`config.mk`:
```
export PLATFORM = sky130hd
export DESIGN_NAME = sc_session_ctrl_flat
export DESIGN_NICKNAME = d
export VERILOG_FILES = /design/src/rtl/sc_session_pkg.sv /design/src/rtl/sc_session_ctrl_if.sv /design/src/rtl/sc_sync_edge.sv /design/src/rtl/sc_session_ctrl.sv /design/src/flat_wrapper.sv
export SDC_FILE = /design/constraint.sdc
export NUM_CORES = 1
export LEC_CHECK = 0
export BUFFER_PORTS_ARGS = -buffer_cell sky130_fd_sc_hd__buf_4
export CAP_MARGIN = 10
export CORE_ASPECT_RATIO = 1.75
export CORE_MARGIN = 8
export CORE_UTILIZATION = 39
export DETAILED_ROUTE_END_ITERATION = 7
export GPL_ROUTABILITY_DRIVEN = 1
export MAX_ROUTING_LAYER = met4
export PLACE_DENSITY_LB_ADDON = 0.12
export SKIP_LAST_GASP = 1
export SLEW_MARGIN = 20
export SYNTH_ARGS = -nofsm -noshare
export SYNTH_HDL_FRONTEND = slang
export SYNTH_SLANG_ARGS = --single-unit
```
`constraint.sdc`:
```
create_clock -name clk -period 3.15 [get_ports clk]
set_input_delay 0.63 -clock clk [delete_from_list [all_inputs] [get_ports clk]]
set_output_delay 0.63 -clock clk [all_outputs]
set_load 0.05 [all_outputs]
```
`src/rtl/sc_session_pkg.sv`:
```
// rtl/sc_session_pkg.sv - shared state encoding and default timing for the smartcard session controller
// Ports: none (package).
package sc_session_pkg;

  localparam int DEF_CNT_W   = 16;
  localparam int DEF_T_PWR   = 256;
  localparam int DEF_T_RST   = 512;
  localparam int DEF_ATR_MIN = 400;
  localparam int DEF_ATR_MAX = 40000;
  localparam int DEF_T_STEP  = 16;

  typedef enum logic [2:0] {
    ST_IDLE   = 3'd0,
    ST_PWR    = 3'd1,
    ST_CLKON  = 3'd2,
    ST_ATRW   = 3'd3,
    ST_ACTIVE = 3'd4,
    ST_DEACT  = 3'd5
  } state_e;

endpackage

```
`src/rtl/sc_session_ctrl_if.sv`:
```
// rtl/sc_session_ctrl_if.sv - host control and card pin bundle for the session controller
// Ports: none; signals card_inserted/start_i/stop_i/io_i (to controller),
//        card_power_en/card_oe/card_clk_en/card_rst/io_grant/active/err_timeout/err_removed/state_o (from controller).
interface sc_session_ctrl_if;

  logic       card_inserted;
  logic       start_i;
  logic       stop_i;
  logic       io_i;
  logic       card_power_en;
  logic       card_oe;
  logic       card_clk_en;
  logic       card_rst;
  logic       io_grant;
  logic       active;
  logic       err_timeout;
  logic       err_removed;
  logic [2:0] state_o;

  modport slave (
    input  card_inserted, start_i, stop_i, io_i,
    output card_power_en, card_oe, card_clk_en, card_rst,
           io_grant, active, err_timeout, err_removed, state_o
  );

  modport master (
    output card_inserted, start_i, stop_i, io_i,
    input  card_power_en, card_oe, card_clk_en, card_rst,
           io_grant, active, err_timeout, err_removed, state_o
  );

endinterface

```
`src/rtl/sc_sync_edge.sv`:
```
// rtl/sc_sync_edge.sv - 2-flop synchroniser with registered falling-edge pulse
// Ports: clk, rst (async, active-high), async_i (raw pin), level_o (synced level),
//        fall_o (one-cycle pulse, 3 cycles after the pin falls).
module sc_sync_edge #(
  parameter logic RST_VAL = 1'b0
) (
  input  logic clk,
  input  logic rst,
  input  logic async_i,
  output logic level_o,
  output logic fall_o
);

  logic s1_q, s1_d;
  logic s2_q, s2_d;
  logic prev_q, prev_d;
  logic fall_q, fall_d;

  always_comb begin
    s1_d   = async_i;
    s2_d   = s1_q;
    prev_d = s2_q;
    fall_d = prev_q & ~s2_q;
  end

  // Reset to the idle level so no spurious edge appears after reset.
  always_ff @(posedge clk or posedge rst) begin
    if (rst) begin
      s1_q   <= RST_VAL;
      s2_q   <= RST_VAL;
      prev_q <= RST_VAL;
      fall_q <= 1'b0;
    end else begin
      s1_q   <= s1_d;
      s2_q   <= s2_d;
      prev_q <= prev_d;
      fall_q <= fall_d;
    end
  end

  assign level_o = s2_q;
  assign fall_o  = fall_q;

endmodule

```
`src/rtl/sc_session_ctrl.sv`:
```
// rtl/sc_session_ctrl.sv - smartcard cold activation, ATR detection and deactivation sequencer
// Ports: clk (card clock), rst (async, active-high), bus (sc_session_ctrl_if.slave: host
//        start/stop, card switch and I/O in; rail enables, card reset, I/O grant, status out).
module sc_session_ctrl
  import sc_session_pkg::*;
#(
  parameter int CNT_W   = DEF_CNT_W,
  parameter int T_PWR   = DEF_T_PWR,
  parameter int T_RST   = DEF_T_RST,
  parameter int ATR_MIN = DEF_ATR_MIN,
  parameter int ATR_MAX = DEF_ATR_MAX,
  parameter int T_STEP  = DEF_T_STEP
) (
  input  logic               clk,
  input  logic               rst,
  sc_session_ctrl_if.slave   bus
);

  localparam logic [CNT_W-1:0] PWR_LAST   = CNT_W'(T_PWR - 1);
  localparam logic [CNT_W-1:0] RST_LAST   = CNT_W'(T_RST - 1);
  localparam logic [CNT_W-1:0] ATR_LO     = CNT_W'(ATR_MIN);
  localparam logic [CNT_W-1:0] ATR_LAST   = CNT_W'(ATR_MAX - 1);
  localparam logic [CNT_W-1:0] STEP_CLK   = CNT_W'(T_STEP);
  localparam logic [CNT_W-1:0] STEP_OE    = CNT_W'(2 * T_STEP);
  localparam logic [CNT_W-1:0] DEACT_LAST = CNT_W'(3 * T_STEP - 1);

  logic io_fall;
  logic ins_level;

  sc_sync_edge #(.RST_VAL(1'b1)) u_io_sync (
    .clk     (clk),
    .rst     (rst),
    .async_i (bus.io_i),
    .level_o (),
    .fall_o  (io_fall)
  );

  sc_sync_edge #(.RST_VAL(1'b0)) u_ins_sync (
    .clk     (clk),
    .rst     (rst),
    .async_i (bus.card_inserted),
    .level_o (ins_level),
    .fall_o  ()
  );

  state_e           state_q, state_d;
  logic [CNT_W-1:0] cnt_q, cnt_d;
  logic             card_power_en_q, card_power_en_d;
  logic             card_oe_q, card_oe_d;
  logic             card_clk_en_q, card_clk_en_d;
  logic             card_rst_q, card_rst_d;
  logic             io_grant_q, io_grant_d;
  logic             active_q, active_d;
  logic             err_timeout_q, err_timeout_d;
  logic             err_removed_q, err_removed_d;
  logic             removal;

  // Card gone while a session is being built or held; IDLE and DEACT already head to power-off.
  assign removal = ~ins_level && (state_q != ST_IDLE) && (state_q != ST_DEACT);

  always_comb begin
    state_d       = state_q;
    cnt_d         = cnt_q;
    err_timeout_d = err_timeout_q;
    err_removed_d = err_removed_q;

    case (state_q)
      ST_IDLE: begin
        if (bus.start_i && ins_level) begin
          state_d       = ST_PWR;
          err_timeout_d = 1'b0;
          err_removed_d = 1'b0;
        end
      end
      ST_PWR: begin
        cnt_d = cnt_q + 1'b1;
        if (bus.stop_i)            state_d = ST_DEACT;
        else if (cnt_q == PWR_LAST) state_d = ST_CLKON;
      end
      ST_CLKON: begin
        cnt_d = cnt_q + 1'b1;
        if (bus.stop_i)            state_d = ST_DEACT;
        else if (cnt_q == RST_LAST) state_d = ST_ATRW;
      end
      ST_ATRW: begin
        cnt_d = cnt_q + 1'b1;
        if (bus.stop_i) begin
          state_d = ST_DEACT;
        end else if (io_fall && (cnt_q >= ATR_LO)) begin
          state_d = ST_ACTIVE;
        end else if (cnt_q == ATR_LAST) begin
          state_d       = ST_DEACT;
          err_timeout_d = 1'b1;
        end
      end
      ST_ACTIVE: begin
        if (bus.stop_i) state_d = ST_DEACT;
      end
      ST_DEACT: begin
        cnt_d = cnt_q + 1'b1;
        if (cnt_q == DEACT_LAST) state_d = ST_IDLE;
      end
      default: state_d = ST_DEACT;
    endcase

    if (removal) begin
      state_d       = ST_DEACT;
      err_removed_d = 1'b1;
    end

    // Every state entry restarts the shared delay counter.
    if (state_d != state_q) cnt_d = '0;
  end

  // Pin outputs are registered from the upcoming state/count so they move with the state.
  always_comb begin
    card_power_en_d = 1'b0;
    card_oe_d       = 1'b0;
    card_clk_en_d   = 1'b0;
    card_rst_d      = 1'b1;
    io_grant_d      = 1'b0;
    active_d        = 1'b0;
    case (state_d)
      ST_PWR: begin
        card_power_en_d = 1'b1;
        card_oe_d       = 1'b1;
      end
      ST_CLKON: begin
        card_power_en_d = 1'b1;
        card_oe_d       = 1'b1;
        card_clk_en_d   = 1'b1;
      end
      ST_ATRW: begin
        card_power_en_d = 1'b1;
        card_oe_d       = 1'b1;
        card_clk_en_d   = 1'b1;
        card_rst_d      = 1'b0;
      end
      ST_ACTIVE: begin
        card_power_en_d = 1'b1;
        card_oe_d       = 1'b1;
        card_clk_en_d   = 1'b1;
        card_rst_d      = 1'b0;
        io_grant_d      = 1'b1;
        active_d        = 1'b1;
      end
      ST_DEACT: begin
        // Rails only ever switch off here, so an abort from PWR never starts the clock.
        card_power_en_d = card_power_en_q;
        card_oe_d       = card_oe_q & (cnt_d < STEP_OE);
        card_clk_en_d   = card_clk_en_q & (cnt_d < STEP_CLK);
      end
      default: ;
    endcase
  end

  always_ff @(posedge clk or posedge rst) begin
    if (rst) begin
      state_q         <= ST_IDLE;
      cnt_q           <= '0;
      card_power_en_q <= 1'b0;
      card_oe_q       <= 1'b0;
      card_clk_en_q   <= 1'b0;
      card_rst_q      <= 1'b1;
      io_grant_q      <= 1'b0;
      active_q        <= 1'b0;
      err_timeout_q   <= 1'b0;
      err_removed_q   <= 1'b0;
    end else begin
      state_q         <= state_d;
      cnt_q           <= cnt_d;
      card_power_en_q <= card_power_en_d;
      card_oe_q       <= card_oe_d;
      card_clk_en_q   <= card_clk_en_d;
      card_rst_q      <= card_rst_d;
      io_grant_q      <= io_grant_d;
      active_q        <= active_d;
      err_timeout_q   <= err_timeout_d;
      err_removed_q   <= err_removed_d;
    end
  end

  // Removal overrides reset and I/O ownership in the same cycle it is seen.
  assign bus.card_power_en = card_power_en_q;
  assign bus.card_oe       = card_oe_q;
  assign bus.card_clk_en   = card_clk_en_q;
  assign bus.card_rst      = card_rst_q | removal;
  assign bus.io_grant      = io_grant_q & ~removal;
  assign bus.active        = active_q & ~removal;
  assign bus.err_timeout   = err_timeout_q;
  assign bus.err_removed   = err_removed_q;
  assign bus.state_o       = state_q;

endmodule

```
`src/flat_wrapper.sv`:
```
// flat-port wrapper written by rule: the top's interface ports become plain ports
module sc_session_ctrl_flat import sc_session_pkg::*;
#(
  parameter int CNT_W   = DEF_CNT_W,
  parameter int T_PWR   = DEF_T_PWR,
  parameter int T_RST   = DEF_T_RST,
  parameter int ATR_MIN = DEF_ATR_MIN,
  parameter int ATR_MAX = DEF_ATR_MAX,
  parameter int T_STEP  = DEF_T_STEP
)
  (clk, rst, bus_card_inserted, bus_start_i, bus_stop_i, bus_io_i, bus_card_power_en, bus_card_oe, bus_card_clk_en, bus_card_rst, bus_io_grant, bus_active, bus_err_timeout, bus_err_removed, bus_state_o);
  sc_session_ctrl_if bus_i ();
  input  logic clk;
  input  logic rst;
  input wire logic [$bits(bus_i.card_inserted)-1:0] bus_card_inserted;
  input wire logic [$bits(bus_i.start_i)-1:0] bus_start_i;
  input wire logic [$bits(bus_i.stop_i)-1:0] bus_stop_i;
  input wire logic [$bits(bus_i.io_i)-1:0] bus_io_i;
  output wire logic [$bits(bus_i.card_power_en)-1:0] bus_card_power_en;
  output wire logic [$bits(bus_i.card_oe)-1:0] bus_card_oe;
  output wire logic [$bits(bus_i.card_clk_en)-1:0] bus_card_clk_en;
  output wire logic [$bits(bus_i.card_rst)-1:0] bus_card_rst;
  output wire logic [$bits(bus_i.io_grant)-1:0] bus_io_grant;
  output wire logic [$bits(bus_i.active)-1:0] bus_active;
  output wire logic [$bits(bus_i.err_timeout)-1:0] bus_err_timeout;
  output wire logic [$bits(bus_i.err_removed)-1:0] bus_err_removed;
  output wire logic [$bits(bus_i.state_o)-1:0] bus_state_o;
  assign bus_i.card_inserted = bus_card_inserted;
  assign bus_i.start_i = bus_start_i;
  assign bus_i.stop_i = bus_stop_i;
  assign bus_i.io_i = bus_io_i;
  assign bus_card_power_en = bus_i.card_power_en;
  assign bus_card_oe = bus_i.card_oe;
  assign bus_card_clk_en = bus_i.card_clk_en;
  assign bus_card_rst = bus_i.card_rst;
  assign bus_io_grant = bus_i.io_grant;
  assign bus_active = bus_i.active;
  assign bus_err_timeout = bus_i.err_timeout;
  assign bus_err_removed = bus_i.err_removed;
  assign bus_state_o = bus_i.state_o;
  sc_session_ctrl #(.CNT_W(CNT_W), .T_PWR(T_PWR), .T_RST(T_RST), .ATR_MIN(ATR_MIN), .ATR_MAX(ATR_MAX), .T_STEP(T_STEP)) u_core (.clk(clk), .rst(rst), .bus(bus_i));
endmodule
```
==> impl_metrics.toml <==
[floorplan]
core_area_um2 = 4980
rows = 34
die_height_um = 111
boundaryPins = 17
die_w_um = 70.2
start_util = 0.403
die_area_um2 = 7780

[global_routing]
grt_overflow = 0
grt_usage = 0.129
grt_antenna_before_repair = 0
grt_pass1_wl_mm = 7.99
grt_pass1_vias = 1648
grt_start_max_net_pins = 20

[timing]
finalHoldViolCount = 0
fin_ws_ps = 675
finalSetupViolations = 0
maxSlewViolCount = 0
clock.fmax_mhz = 404
period_share = 0.786
grt_setup_unrepaired = "no"
fin_crit_ps = 2470
clock_skew_ps = 8.57
worst_slew_pin_slew_ps = 719
relSlewSlack = 0.520
fin_tns_setup_ps = 0

[route]
avgViaCountPerCell = 5.66
drt-pass1-iter-count = 4
routed.top_layer = "met4"
wire_per_inst_um = 16.5
via_count = 1631
wl_met1_mm = 1.95
dr_wl_met3_um = 141
wl_met2_mm = 2.53
ant_nets = 0
wl_mm = 4.76
drt_iter0_markers = 62
drc = 0

[critical_path]
slowest_stage = "dfrtp_1"
path_max_fanout = 6
path_depth = 7
critPathLaunchType = "flip-flop"
worstPathBufferInverterCount = 1
reg2reg_depth = 7
cp_cell_sequence = "ha_1 > and4_1 > and4_1 > a221oi_4 > inv_2 > a311o_1 > a311o_1"
critPathKind = "reg -> reg"
critical_path.max_stage_delay_ps = 420
rr_endpoint = "u_core.bus.card_clk_en"
worstSetupEndpointType = "flip-flop"
cp_top_family = "compound AO/OA/AOI/OAI gates"
r2r-start = "u_core.cnt_q[0]"
required_ps = 3320
regToRegSetupSlack_ps = 680
worstPathArrival_ps = 2650

[clocking]
clk_pin_slew_ps = 70
cts_tree = "yes"
ctsHoldBuffers = 0
htreeDepth = 2
cts_resized = 0
cts-root-buf = "clkbuf_8"
cts_setup_buffers = 0
clk_path_buf_depth = 2
cts_buffers = 5
clk-insertion-delay-late_ps = 290
clock-sinks = 32

[final_layout]
synthToLayoutAreaGrowth_pct = 12.0
fin_nets = 241
drive_above_1_share = 0.192
antenna_cells = 0
fill_cells = 491

[power_and_ir_drop]
ir_drop_mv = 0.260
p_sw_frac = 0.260
clock_power_share = 0.381
p_total_mw = 0.812
switching_power_mw = 0.211
power.leakage_nw = 0.990
powerDensity_nw_per_um2 = 361
internal_power_mw = 0.601
p_comb_frac = 0.093
seqPwrFrac = 0.526

[synth]
ys_warn_count = 0
syn-cell-area_um2 = 2010
syn_area_per_cell_um2 = 9.20
syn_inst = 218
syn_nets = 226
ys_ff_latch = 32
seq_area_frac_synth = 0.402
yosys.area.top_type = "dfrtp_1"
synth_cell_type_count = 52
yosysTopAreaCellShare = 0.349
synthTopCellsByArea = "dfrtp_1, nor2_1, dfstp_2"

[outcome]
status = "finished clean"

[place]
dp_hpwl_mm = 3.51
portBuffers = 16
gp_congestion = 0.829
place_ws_ps = 673

[worst_hold_path]
hold_depth = 0
whs_endpoint = "u_core.u_ins_sync.level_o"
min-delay-start = "u_core.u_ins_sync.s1_q"
hold_path.class = "reg -> reg"

[run]
maxCapViolations = 0
==> cell usage after synthesis, drive strengths merged <==
library cell / instances
nor2: 30
dfrtp: 28
nand2: 15
inv: 13
xnor2: 11
buf: 9
nand3: 9
a21oi: 8
o21ai: 8
xor2: 7
nor2b: 6
a31oi: 5
and2: 5
and3: 5
and4: 5
a2111oi: 4
and4b: 4
clkbuf: 4
dfstp: 4
o2111ai: 4
a21o: 3
nand4: 3
nor3: 3
a21boi: 2
a311o: 2
a31o: 2
ha: 2
nand2b: 2
nor4: 2
or3: 2
a211oi: 1
a221oi: 1
a22o: 1
a22oi: 1
a311oi: 1
mux2i: 1
o211ai: 1
o2bb2ai: 1
o311ai: 1
o41ai: 1
or2: 1
==> state kept, by name (all words and copies together) (netlist names) <==
| register | count |
|---|---|
| u_core.card_rst_q | 1 |
| u_core.bus.err_timeout | 1 |
| u_core.io_grant_q | 1 |
| u_core.u_ins_sync.s1_q | 1 |
| u_core.bus.card_oe | 1 |
| u_core.bus.state_o | 3 |
| u_core.u_ins_sync.level_o | 1 |
| u_core.bus.err_removed | 1 |
| u_core.u_io_sync.level_o | 1 |
| u_core.bus.card_clk_en | 1 |
| u_core.u_io_sync.fall_o | 1 |
| u_core.u_io_sync.s1_q | 1 |
| u_core.u_io_sync.prev_q | 1 |
| u_core.bus.card_power_en | 1 |
| u_core.cnt_q | 16 |
==> per-layer routing <==
layer	GRT usage	vias to the layer above
li1	-	799
met2	0.224	22
met4	0.0674	0
met5	-	-
met3	0.0305	11
met1	0.128	799
==> cell usage in the layout (no fill, tap or decap), types with 2 or more instances in the layout <==
| cell type | instances |
|---|---|
| a2111oi_2 | 2 |
| a21boi_0 | 2 |
| a21o_1 | 3 |
| a21oi_1 | 8 |
| a311o_1 | 2 |
| a31oi_1 | 5 |
| and2_1 | 4 |
| and3_1 | 4 |
| and4_1 | 5 |
| and4b_1 | 4 |
| buf_4 | 21 |
| clkbuf_8 | 5 |
| dfrtp_1 | 28 |
| dfstp_2 | 4 |
| ha_1 | 2 |
| inv_1 | 11 |
| inv_2 | 2 |
| nand2_1 | 15 |
| nand2b_1 | 2 |
| nand3_1 | 8 |
| nand4_1 | 3 |
| nor2_1 | 30 |
| nor2b_1 | 6 |
| nor3_1 | 2 |
| o2111ai_1 | 4 |
| o21ai_0 | 8 |
| or3_1 | 2 |
| xnor2_1 | 11 |
| xor2_1 | 7 |
==> power groups by stage <==
stage | Combinational, mW | Sequential [mW] | Clock, mW
after global placement | 0.0766 | 0.435 | 0
after global routing | 0.0832 | 0.428 | 0.336
after floorplan | 0.0454 | 0.441 | 0
after CTS | 0.0772 | 0.427 | 0.325
after detailed placement | 0.0769 | 0.435 | 0
final | 0.0754 | 0.427 | 0.309
==> cell type report <==
cell class,instances,area [um2],area share
clock buffers,6,72.6,0.0323
repair buffers,21,158,0.0702
well taps,54,67.6,0.0301
flip-flops and latches,32,806,0.359
inverters,13,48.8,0.0217
multi-input cells,160,1080,0.482
clock inverters,2,12.5,0.00557
==> how the worst max path moves through the flow <==
stage,startpoint,endpoint
floorplan,u_core.bus.state_o[2],bus_io_grant
global placement,u_core.cnt_q[0],u_core.bus.card_clk_en
detailed placement,u_core.cnt_q[0],u_core.bus.card_clk_en
CTS,u_core.bus.state_o[2],bus_card_rst
global route,u_core.bus.state_o[1],u_core.bus.card_clk_en
finish,u_core.cnt_q[0],u_core.bus.card_clk_en
==> worst reg2reg max path, delay by kind of cell, from the launching register on <==
| kind | cells | cell delay (ps) |
|---|---|---|
| AOI/OAI and AO/OA | 3 | 1100 |
| and+or+nand+nor | 2 | 540 |
| DFF | 1 | 420 |
| adders and majority gates | 1 | 260 |
| buffers and inverters | 1 | 50 |
==> cell families after synthesis <==
group,synth area share
simple gates,0.250
compound gates,0.193
flops,0.402
buf+inv,0.0586
xor+xnor,0.0786
fa+ha+maj,0.0125
mux,0.00499
==> metrics by stage <==
stage	hold slack [ps]	util	cell area, um2	cells
CTS	357	0.451	2250	288
detailed placement	346	0.434	2160	280
global placement	335	0.434	2160	280
global route	362	0.451	2250	288
finish	353	0.451	2250	288
floorplan	331	-	2010	218
(Power assumes the default switching activity.)
